[config.mk]
export PLATFORM = sky130hd
export DESIGN_NAME = mem_arbiter
export DESIGN_NICKNAME = d
export VERILOG_FILES = /design/src/rtl/mem_pkg.sv /design/src/rtl/starve_counter.sv /design/src/rtl/mem_arbiter.sv
export SDC_FILE = /design/constraint.sdc
export NUM_CORES = 1
export LEC_CHECK = 0
export BUFFER_PORTS_ARGS = -buffer_cell sky130_fd_sc_hd__buf_4
export CAP_MARGIN = 20
export CELL_PAD_IN_SITES_DETAIL_PLACEMENT = 1
export CELL_PAD_IN_SITES_GLOBAL_PLACEMENT = 2
export CORE_MARGIN = 2
export CORE_UTILIZATION = 11
export CTS_CLUSTER_DIAMETER = 60
export CTS_CLUSTER_SIZE = 25
export DETAILED_ROUTE_END_ITERATION = 10
export MAX_ROUTING_LAYER = met4
export PLACE_DENSITY_LB_ADDON = 0.1
export SLEW_MARGIN = 25
export SYNTH_ARGS = -nofsm -noshare
export SYNTH_HDL_FRONTEND = slang
export SYNTH_SLANG_ARGS = --single-unit
[constraint.sdc]
create_clock -name clk -period 3 [get_ports clk]
set_input_delay 0.3 -clock clk [delete_from_list [all_inputs] [get_ports clk]]
set_output_delay 0.3 -clock clk [all_outputs]
set_load 0.1 [all_outputs]
[src/rtl/mem_pkg.sv]
// Shared definitions for the unified-memory path: access-type encodings,
// response owner tags and the data-access alignment rule.
package mem_pkg;

  typedef enum logic [2:0] {
    DM_WORD  = 3'b000,
    DM_HALF  = 3'b001,
    DM_HALFU = 3'b010,
    DM_BYTE  = 3'b011,
    DM_BYTEU = 3'b100
  } dm_type_e;

  typedef enum logic {
    OWN_IF = 1'b0,
    OWN_DM = 1'b1
  } owner_e;

  // Words need addr[1:0] == 0, halves need addr[0] == 0, bytes are always aligned.
  function automatic logic is_misaligned(input logic [2:0] typ, input logic [1:0] lsb);
    logic mis;
    mis = 1'b0;
    case (typ)
      DM_WORD:           mis = (lsb != 2'b00);
      DM_HALF, DM_HALFU: mis = lsb[0];
      default:           mis = 1'b0;
    endcase
    return mis;
  endfunction

endpackage

[src/rtl/starve_counter.sv]
// Saturating counter of consecutive cycles a requester was refused.
// Counts while inc_i is high, otherwise returns to zero; never exceeds LIMIT.
module starve_counter #(
  parameter int unsigned LIMIT = 4,
  parameter int unsigned CNT_W = 3
) (
  input  logic             clk,
  input  logic             rstn,
  input  logic             inc_i,
  output logic [CNT_W-1:0] cnt_o,
  output logic             at_limit_o
);

  logic [CNT_W-1:0] cnt_q;
  logic [CNT_W-1:0] cnt_d;

  // Next count: saturating increment while refused, clear otherwise.
  always_comb begin
    cnt_d = '0;
    if (inc_i) begin
      if (cnt_q == CNT_W'(LIMIT)) begin
        cnt_d = cnt_q;
      end else begin
        cnt_d = cnt_q + CNT_W'(1);
      end
    end
  end

  // Count register.
  always_ff @(posedge clk or negedge rstn) begin
    if (!rstn) begin
      cnt_q <= '0;
    end else begin
      cnt_q <= cnt_d;
    end
  end

  assign cnt_o      = cnt_q;
  assign at_limit_o = (cnt_q == CNT_W'(LIMIT));

endmodule

[src/rtl/mem_arbiter.sv]
// Two-requester arbiter sharing one single-port, 1-cycle-latency memory
// between instruction fetch (IF) and load/store (DM). Misaligned DM accesses
// are answered with an error without touching memory, leaving the port to IF.
module mem_arbiter
  import mem_pkg::*;
#(
  parameter int unsigned STARVE_LIMIT = 4,
  parameter int unsigned ADDR_W       = 32
) (
  input  logic              clk,
  input  logic              rstn,
  input  logic              if_req,
  input  logic [ADDR_W-1:0] if_addr,
  output logic              if_gnt,
  output logic              if_rvalid,
  output logic [31:0]       if_rdata,
  input  logic              dm_req,
  input  logic              dm_we,
  input  logic [2:0]        dm_type,
  input  logic [ADDR_W-1:0] dm_addr,
  input  logic [31:0]       dm_wdata,
  output logic              dm_gnt,
  output logic              dm_rvalid,
  output logic [31:0]       dm_rdata,
  output logic              dm_err,
  output logic              mem_en,
  output logic              mem_we,
  output logic [2:0]        mem_type,
  output logic [ADDR_W-1:0] mem_addr,
  output logic [31:0]       mem_wdata,
  input  logic [31:0]       mem_rdata
);

  localparam int unsigned CNT_W = (STARVE_LIMIT < 1) ? 1 : $clog2(STARVE_LIMIT + 1);
  localparam logic [ADDR_W-1:0] WORD_MASK = {{(ADDR_W-2){1'b1}}, 2'b00};

  logic             dm_mis;
  logic             dm_aligned;
  logic             if_win;
  logic             dm_mem;
  logic             at_limit;
  logic [CNT_W-1:0] starve_cnt;

  logic   rsp_vld_q,   rsp_vld_d;
  owner_e rsp_owner_q, rsp_owner_d;
  logic   rsp_mem_q,   rsp_mem_d;
  logic   rsp_we_q,    rsp_we_d;
  logic   rsp_err_q,   rsp_err_d;
  logic   rsp_err2_q,  rsp_err2_d;
  logic   dm_own;

  starve_counter #(
    .LIMIT (STARVE_LIMIT),
    .CNT_W (CNT_W)
  ) u_starve (
    .clk        (clk),
    .rstn       (rstn),
    .inc_i      (if_req && !if_gnt),
    .cnt_o      (starve_cnt),
    .at_limit_o (at_limit)
  );

  // Grant decision: DM owns an aligned conflict unless IF has starved to the limit;
  // a misaligned DM never needs the port, so it is granted alongside anything.
  always_comb begin
    dm_mis     = dm_req && is_misaligned(dm_type, dm_addr[1:0]);
    dm_aligned = dm_req && !dm_mis;
    if_win     = rstn && if_req && (!dm_aligned || at_limit);
    dm_mem     = rstn && dm_aligned && !if_win;
    if_gnt     = if_win;
    dm_gnt     = rstn && dm_req && (dm_mis || !if_win);
  end

  // Memory port drive; all fields idle at zero when no access is issued.
  always_comb begin
    mem_en    = 1'b0;
    mem_we    = 1'b0;
    mem_type  = DM_WORD;
    mem_addr  = '0;
    mem_wdata = '0;
    if (if_win) begin
      mem_en   = 1'b1;
      mem_addr = if_addr & WORD_MASK;
    end else if (dm_mem) begin
      mem_en    = 1'b1;
      mem_we    = dm_we;
      mem_type  = dm_type;
      mem_addr  = dm_addr;
      mem_wdata = dm_wdata;
    end
  end

  // Describe the response owed next cycle; a misaligned DM riding with an IF
  // fetch goes in the secondary error flag so both can answer together.
  always_comb begin
    rsp_vld_d   = if_win || dm_gnt;
    rsp_owner_d = if_win ? OWN_IF : OWN_DM;
    rsp_mem_d   = if_win || dm_mem;
    rsp_we_d    = dm_mem && dm_we;
    rsp_err_d   = dm_gnt && dm_mis && !if_win;
    rsp_err2_d  = dm_gnt && dm_mis && if_win;
  end

  // Response tracking registers; reset drops any in-flight response.
  always_ff @(posedge clk or negedge rstn) begin
    if (!rstn) begin
      rsp_vld_q   <= 1'b0;
      rsp_owner_q <= OWN_IF;
      rsp_mem_q   <= 1'b0;
      rsp_we_q    <= 1'b0;
      rsp_err_q   <= 1'b0;
      rsp_err2_q  <= 1'b0;
    end else begin
      rsp_vld_q   <= rsp_vld_d;
      rsp_owner_q <= rsp_owner_d;
      rsp_mem_q   <= rsp_mem_d;
      rsp_we_q    <= rsp_we_d;
      rsp_err_q   <= rsp_err_d;
      rsp_err2_q  <= rsp_err2_d;
    end
  end

  // Route the memory response to its owner; stores and errors return zero data.
  always_comb begin
    dm_own    = rsp_vld_q && (rsp_owner_q == OWN_DM);
    if_rvalid = rsp_vld_q && (rsp_owner_q == OWN_IF);
    dm_rvalid = dm_own || rsp_err2_q;
    dm_err    = (dm_own && rsp_err_q) || rsp_err2_q;
    if_rdata  = (if_rvalid && rsp_mem_q) ? mem_rdata : 32'h0;
    dm_rdata  = (dm_own && rsp_mem_q && !rsp_we_q) ? mem_rdata : 32'h0;
  end

endmodule

# Word-level counts from Yosys, hierarchy flattened

Index checks and enable logic that the tools add are counted.

Register bits after elaboration: 9
Logic and storage cells: 61
Input bits: 136
Output and inout port bits: 138

Mux-type cells: 16
$add $sub $neg: 1
Equal/unequal tests: 4
Reductions and logical operators: 32
Bitwise operators: 1

Operators by type and width:

| operator              | count |
|---|---|
| $mux W32              | 6 |
| $logic_and A1 B1 Y1   | 19 |
| $mux W3               | 4 |
| $logic_or A1 B1 Y1    | 6 |
| $mux W1               | 5 |
| $logic_not A1 Y1      | 4 |
| $add A3 B1 Y3 const B | 1 |
| $eq A3 B1 Y1 const B  | 1 |
| $eq A3 B2 Y1 const B  | 1 |
| $eq A3 B3 Y1 const B  | 1 |
| $logic_not A3 Y1      | 1 |
| $ne A2 B2 Y1 const B  | 1 |
| $pmux W1 S2           | 1 |
| $reduce_bool A2 Y1    | 1 |
| $reduce_or A2 Y1      | 1 |
| $not A1 Y1            | 1 |

# Logic depth before layout (Yosys ltp)

Gate-level depths: netlist of the first run.

Word-level depth: 14
Mapped depth: 7

# Hierarchy

A second synthesis of the first run with hierarchy kept.

Cells, all modules: 201
Area, all modules: 1,554.0 um2

By module, submodules not included:

| module         | area each (um2) | instances | cells an instance | sequential area each (um2) |
|---|---|---|---|---|
| mem_arbiter    | 1,382.6         | 1         | 184               | 150.1 |
| starve_counter | 171.4           | 1         | 17                | 75.1 |

# Least setup slack after synthesis of the first run

No wires, ideal clock.

Path type: register to output
Start: register u_starve.cnt_q[0] (netlist: u_starve.cnt_o[0])
End: output mem_addr[23]
Path slack: 0.335 ns
Stages on the path, launching flop included: 7
Data required time: 2.700 ns
Path buffers: 1
Arrival: 2.365 ns
Path through: dfrtp_1 inv_1 ha_1 nand2_1 a31oi_4 buf_2 a22o_1

Cells in the longest elaborated chain, start to end: 7

Ends and longest elaborated chain:

| item                    | RTL line             | text |
|---|---|---|
| from (decl)             | starve_counter.sv:14 | `logic [CNT_W-1:0] cnt_q;` |
| from (signal assigned)  | starve_counter.sv:34 | `cnt_q <= cnt_d;` |
| $eq A3 B3 Y1 (*)        | starve_counter.sv:39 | `assign at_limit_o = (cnt_q == CNT_W'(LIMIT));` |
| $logic_or A1 B1 Y1 (*)  | mem_arbiter.sv:68    | `if_win = rstn && if_req && (!dm_aligned \|\| at_limit);` |
| $logic_and A1 B1 Y1 (*) | mem_arbiter.sv:68    |  |
| net if_gnt              | mem_arbiter.sv:14    | `output logic if_gnt,` |
| $logic_not A1 Y1        | mem_arbiter.sv:69    | `dm_mem = rstn && dm_aligned && !if_win;` |
| $logic_and A1 B1 Y1     | mem_arbiter.sv:69    |  |
| $mux W32                | mem_arbiter.sv:84    | `end else if (dm_mem) begin` |
| $mux W32 (*)            | mem_arbiter.sv:81    | `if (if_win) begin` |
| to (decl)               | mem_arbiter.sv:29    | `output logic [ADDR_W-1:0] mem_addr,` |

Mark *: on every way through the listed nets, which the timed path passes. The rest lies on a longest branch.

# Final worst setup path of the first run

Start: input rstn
End: output mem_addr[19]

Cells in the longest elaborated chain, start to end: 6
Elaborated cells on any way between the ends: 7

Ends and longest elaborated chain:

| item                              | RTL line          | text |
|---|---|---|
| from (decl)                       | mem_arbiter.sv:11 | `input logic rstn,` |
| $logic_and A1 B1 Y1 (2 in series) | mem_arbiter.sv:68 |  |
| $logic_not A1 Y1                  | mem_arbiter.sv:69 |  |
| $logic_and A1 B1 Y1               | mem_arbiter.sv:69 |  |
| $mux W32                          | mem_arbiter.sv:84 |  |
| $mux W32 (*)                      | mem_arbiter.sv:81 |  |

Mark *: on every way between the ends. The rest lies on a longest branch, timed or not.

==> results of run 1 <==
[synthesized netlist by cell type (3+ instances only)]
master	count	share of area [%]
clkbuf_1	7	1.7
nand3_1	4	1.3
a22o_1	30	17
inv_1	5	1.2
nor3_1	3	0.97
buf_8	3	2.9
dfrtp_1	9	15
clkbuf_2	3	0.97
nand2_1	6	1.5
buf_2	5	1.6
and2_1	102	41
[final timing paths]
kind / to / cells after the start / slack (ns)
worst min register to register: u_starve.cnt_o[1] / 2 / 0.59
min in group asynchronous: u_starve.cnt_o[1] / 2 / 0.49
worst max register to register: rsp_owner_q / 6 / 1.38
worst max-delay path: mem_addr[19] / 7 / 0.15
max in group asynchronous: u_starve.cnt_o[0] / 2 / 2.33
worst min-delay path: rsp_we_q / 2 / 0.29
[power breakdown]
part	internal, uW	switching, uW	leakage (uW)
clock network	176	60.1	0.0000409
registers	128	3.99	0.000116
logic	254	640	0.00193
total	557	704	0.00209
[per-layer routing]
metal / routed length [um] / vias up / GRT usage (%) / share of wire (%)
li1: - / 1206 / - / -
met1: 3390 / 1118 / 12.4 / 35
met2: 5090 / 185 / 22.2 / 53
met3: 1030 / 10 / 2.60 / 11
met4: 138 / 0 / 2.37 / 1.4
met5: 0 / - / - / 0
[through the flow]
stage,cell area (um^2),util [%]
3_3_place_gp,3740,27.1
2_1_floorplan,1550,-
3_5_place_dp,3740,27.1
6_report,3830,27.7
4_1_cts,3830,27.7
5_1_grt,3830,27.7
[final cells by class]
class / count / share of cell area (%)
clock buffer: 3 / 1.96
inverter: 5 / 0.490
multi-input combinational: 171 / 31.2
timing repair buffer: 276 / 54.5
tap: 180 / 5.88
clock inverter: 1 / 0.131
sequential: 9 / 5.88
[flip-flops by register name, indices dropped and copies added, names as in the netlist]
| register | cells |
|---|---|
| u_starve.cnt_o | 3 |
| rsp_err2_q | 1 |
| rsp_err_q | 1 |
| rsp_mem_q | 1 |
| rsp_owner_q | 1 |
| rsp_vld_q | 1 |
| rsp_we_q | 1 |
[worst max-delay path, stage by stage]
cell and delay, ns:
dlygate4sd3_1 0.55, buf_4 0.24, nand2_1 0.15, and3b_4 0.54, buf_12 0.24, a22o_1 0.20, buf_4 0.30
[kinds of logic after synthesis]
group / after synthesis
flops: 9
mux: 2
simple gates: 125
buf+inv: 23
fa+ha+maj: 2
compound gates: 42
==> impl_metrics.csv, run 1 <==
group,metric,value,unit
placement,dpl.hpwl,8.34,mm
drt,vias,2519,
clock_tree,htree_levels,1,
die,pin_count,274,
synth,syn-cell-area,1550,um^2
timing,setup_viol,0,
finish,layout_commonest_cell,"buf_4",
die,dieArea,15000,um^2
finish,area.growth.synth_to_final,148,%
drt,via_per_inst,3.91,
timing,hold_viol,0,
synth,synthFlopType,"dfrtp_1",
die,core_area,13800,um^2
finish,multi_input_area,1200,um^2
synth,synthCells,203,
synth,yosysWarnings,0,
timing,max_clock_freq,351,MHz
grt,track_usage,11.7,%
power,p_total,1260,uW
clock_tree,clock_sinks,9,
timing,slew_headroom,74.6,%
placement,gp_congestion,0.736,
setup_path,worstPathArrival,2.55,ns
synth,synth-compound-area-share,24.3,%
drt,ant_nets,0,
grt,grt_max_degree,36,
clock_tree,ctsResizeCount,0,
timing,whs,0.294,ns
clock_tree,post-cts-setup-buffers,0,
die,die_h,123,um
synth,synth-seq-cells,9,
timing,rsz0062_at_grt,"false",
timing,finalSetupTns,0,ns
synth,yosys.area_share.simple,49.8,%
clock_tree,clkTransAtPathRegs,0.04,ns
grt,gr-total-overflow,0,
drt,dr.pass1.iters,4,
synth,syn_avg_cell_area,7.62,um^2
synth,syn_nets,341,
run_status,outcome,"finished, final reports clean",
drt,drc,0,
grt,antenna_found_initial,0,
finish,fillers,1662,
synth,muxShareOfSynthArea,1.29,%
timing,fin_ws,0.152,ns
timing,finalCritPeriodShare,94.9,%
timing,worst_pin_slew,0.381,ns
finish,layout.nets,604,
die,die_w,123,um
synth,synth_top_family_by_area,"simple AND/OR/NAND/NOR gates",
drt,drtIter0Drc,41,
synth,synth-xor-area-share,0,%
timing,period_needed,2.85,ns
synth,synthAdderAreaFrac,1.62,%
finish,finalNonFillerCells,645,
power,p_per_area,329,nW/um^2
setup_path,reg2reg_from,"u_starve.cnt_o[0]",
setup_path,required,2.70,ns
setup_path,cp-end-kind,"output pin",
drt,routedWlPerCell,15.0,um
finish,drive_gt1_share,61.3,%
synth,synth_edf_count,0,
flow_run,drv_cap,0,
clock_tree,cts_buffer_depth,2,
placement,portBuffers,271,
setup_path,critPathKind,"in2out",
power,ir_drop,237,uV
setup_path,startpoint_type,"primary input",
finish,antennaDiodeCount,0,
clock_tree,root_buffer,"clkbuf_16",
clock_tree,cts_hold_buf,1,
placement,dpl_worst_slack,0.655,ns
timing,drv_slew,0,
clock_tree,clock_latency,0.24,ns
synth,ys_async_sr_fraction,100,%
finish,final_cell_mix,"274 x buf_4, 102 x and2_1, 30 x a22o_1",
die,num_rows,43,
hold_path,hp-start,"dm_we",
placement,place_inst,640,
timing,skew,0.000258,ns
grt,grt_pass1_vias,2558,
hold_path,hold_path.class,"in2reg",
finish,register_area,225,um^2
setup_path,worst-path-max-fanout,35,
die,start_util,11.2,%
setup_path,crit_path_start,"rstn",
synth,netlist-cell-type-count,31,
drt,wl,9.65,mm
clock_tree,cts_buffers,3,
power,cellLeakagePower,0.00209,uW
clock_tree,tritoncts,"built",
grt,grt_pass1_wl,13.4,mm
synth,ys_seq_area_share,14.6,%
No activity file was read; power rests on OpenSTA's default activity.
==> run 2: changes to the inputs <==
==> constraint.sdc (replaced) <==
create_clock -name clk -period 3 [get_ports clk]
set_input_delay 0 -clock clk [delete_from_list [all_inputs] [get_ports clk]]
set_output_delay 0 -clock clk [all_outputs]
set_load 0.1 [all_outputs]
==> impl_metrics.csv, run 2 (synthesis results as in run 1) <==
group,metric,value,unit
run_status,outcome,"finished, final reports clean",
placement,dpl.hpwl,8.34,mm
finish,drive_gt1_share,61.0,%
timing,hold_viol,0,
clock_tree,clkTransAtPathRegs,0.04,ns
hold_path,hold_path.class,"in2reg",
finish,antennaDiodeCount,0,
clock_tree,post-cts-setup-buffers,0,
timing,period_needed,2.31,ns
grt,gr-total-overflow,0,
clock_tree,htree_levels,1,
setup_path,startpoint_type,"flip-flop",
drt,wl,9.72,mm
setup_path,cp-end-kind,"output pin",
drt,vias,2517,
power,ir_drop,158,uV
die,die_h,123,um
clock_tree,cts_buffer_depth,2,
grt,grt_pass1_wl,13.5,mm
grt,track_usage,11.7,%
placement,gp_congestion,0.704,
die,num_rows,43,
clock_tree,tritoncts,"built",
finish,area.growth.synth_to_final,146,%
timing,whs,0.0107,ns
die,core_area,13800,um^2
drt,drc,0,
clock_tree,clock_latency,0.23,ns
timing,slew_headroom,51.2,%
timing,worst_pin_slew,0.732,ns
setup_path,worstPathArrival,2.31,ns
clock_tree,cts_hold_buf,1,
finish,register_area,225,um^2
clock_tree,ctsResizeCount,0,
finish,layout.nets,603,
die,die_w,123,um
finish,multi_input_area,1200,um^2
die,start_util,11.2,%
die,dieArea,15000,um^2
grt,antenna_found_initial,0,
setup_path,critPathKind,"reg2out",
finish,fillers,1702,
timing,setup_viol,0,
finish,layout_commonest_cell,"buf_4",
timing,drv_slew,0,
finish,largest_register_ffs,3,
setup_path,required,3.00,ns
timing,skew,0.00102,ns
drt,via_per_inst,3.91,
finish,fin_util,27.6,%
timing,finalCritPeriodShare,77.0,%
grt,grt_max_degree,69,
timing,finalSetupTns,0,ns
die,pin_count,274,
placement,portBuffers,271,
drt,drtIter0Drc,70,
timing,rsz0062_at_grt,"false",
drt,routedWlPerCell,15.1,um
clock_tree,root_buffer,"clkbuf_16",
drt,dr.pass1.iters,4,
flow_run,drv_cap,0,
clock_tree,cts_buffers,3,
power,cellLeakagePower,0.00208,uW
setup_path,worst-path-max-fanout,68,
finish,final_cell_mix,"274 x buf_4, 102 x and2_1, 30 x a22o_1",
timing,max_clock_freq,433,MHz
grt,grt_pass1_vias,2605,
clock_tree,clock_sinks,9,
drt,ant_nets,0,
power,p_per_area,328,nW/um^2
[run 2: cell types whose count changed in the layout (fill, tap and decap cells not counted), sizes merged]
cell	delta
clkbuf	+1
clkinv	-1
buf	-1
[run 2: final timing paths]
kind	to	slack, ns	cells after the start	startpoint
max	mem_addr[19]	0.69	6	u_starve.cnt_o[0]
min	rsp_err_q	0.01	2	if_req
max reg2reg	rsp_we_q	1.24	5	u_starve.cnt_o[0]
min reg2reg	u_starve.cnt_o[1]	0.58	2	u_starve.cnt_o[1]
max in group asynchronous	u_starve.cnt_o[2]	2.65	2	rstn
min in group asynchronous	rsp_vld_q	0.17	2	rstn
[run 2: layout make-up]
cell class | count | share of cell area [%]
repair buffers | 275 | 54.2
multi-input cells | 171 | 31.4
flip-flops and latches | 9 | 5.91
well taps | 180 | 5.91
clock buffers | 4 | 2.07
inverters | 5 | 0.492
[run 2: worst max-delay path, cell delays in order (launching register included)]
cell     delay, ns
dfrtp_1       0.34
inv_1         0.07
ha_1          0.25
nand3_1       0.13
and3b_4       0.66
a22o_1        0.26
buf_4         0.30
[run 2: power by group]
group          internal, uW  leakage, uW  switching [uW]  total, uW
Sequential              128     0.000116            3.87        132
Clock                   177    0.0000382            52.7        230
Combinational           251      0.00192             639        890
[run 2: metal layers]
layer	part of all wire, %	routed length, um	GRT usage [%]	vias up
met5	0	0	-	-
met4	0.58	56	1.44	0
met3	10	993	2.32	4
met1	35	3420	12.5	1133
met2	54	5250	22.7	175
li1	-	-	-	1205
[run 2: through the flow]
step	setup WS (ns)	instance area, um^2	cells	power, uW
final	0.691	3810	644	1250
after global routing	0.522	3810	644	1310
after CTS	0.650	3810	644	1270
after detailed placement	0.904	3720	639	1030
after global placement	0.915	3720	639	1030
after floorplan	0.635	1550	203	759
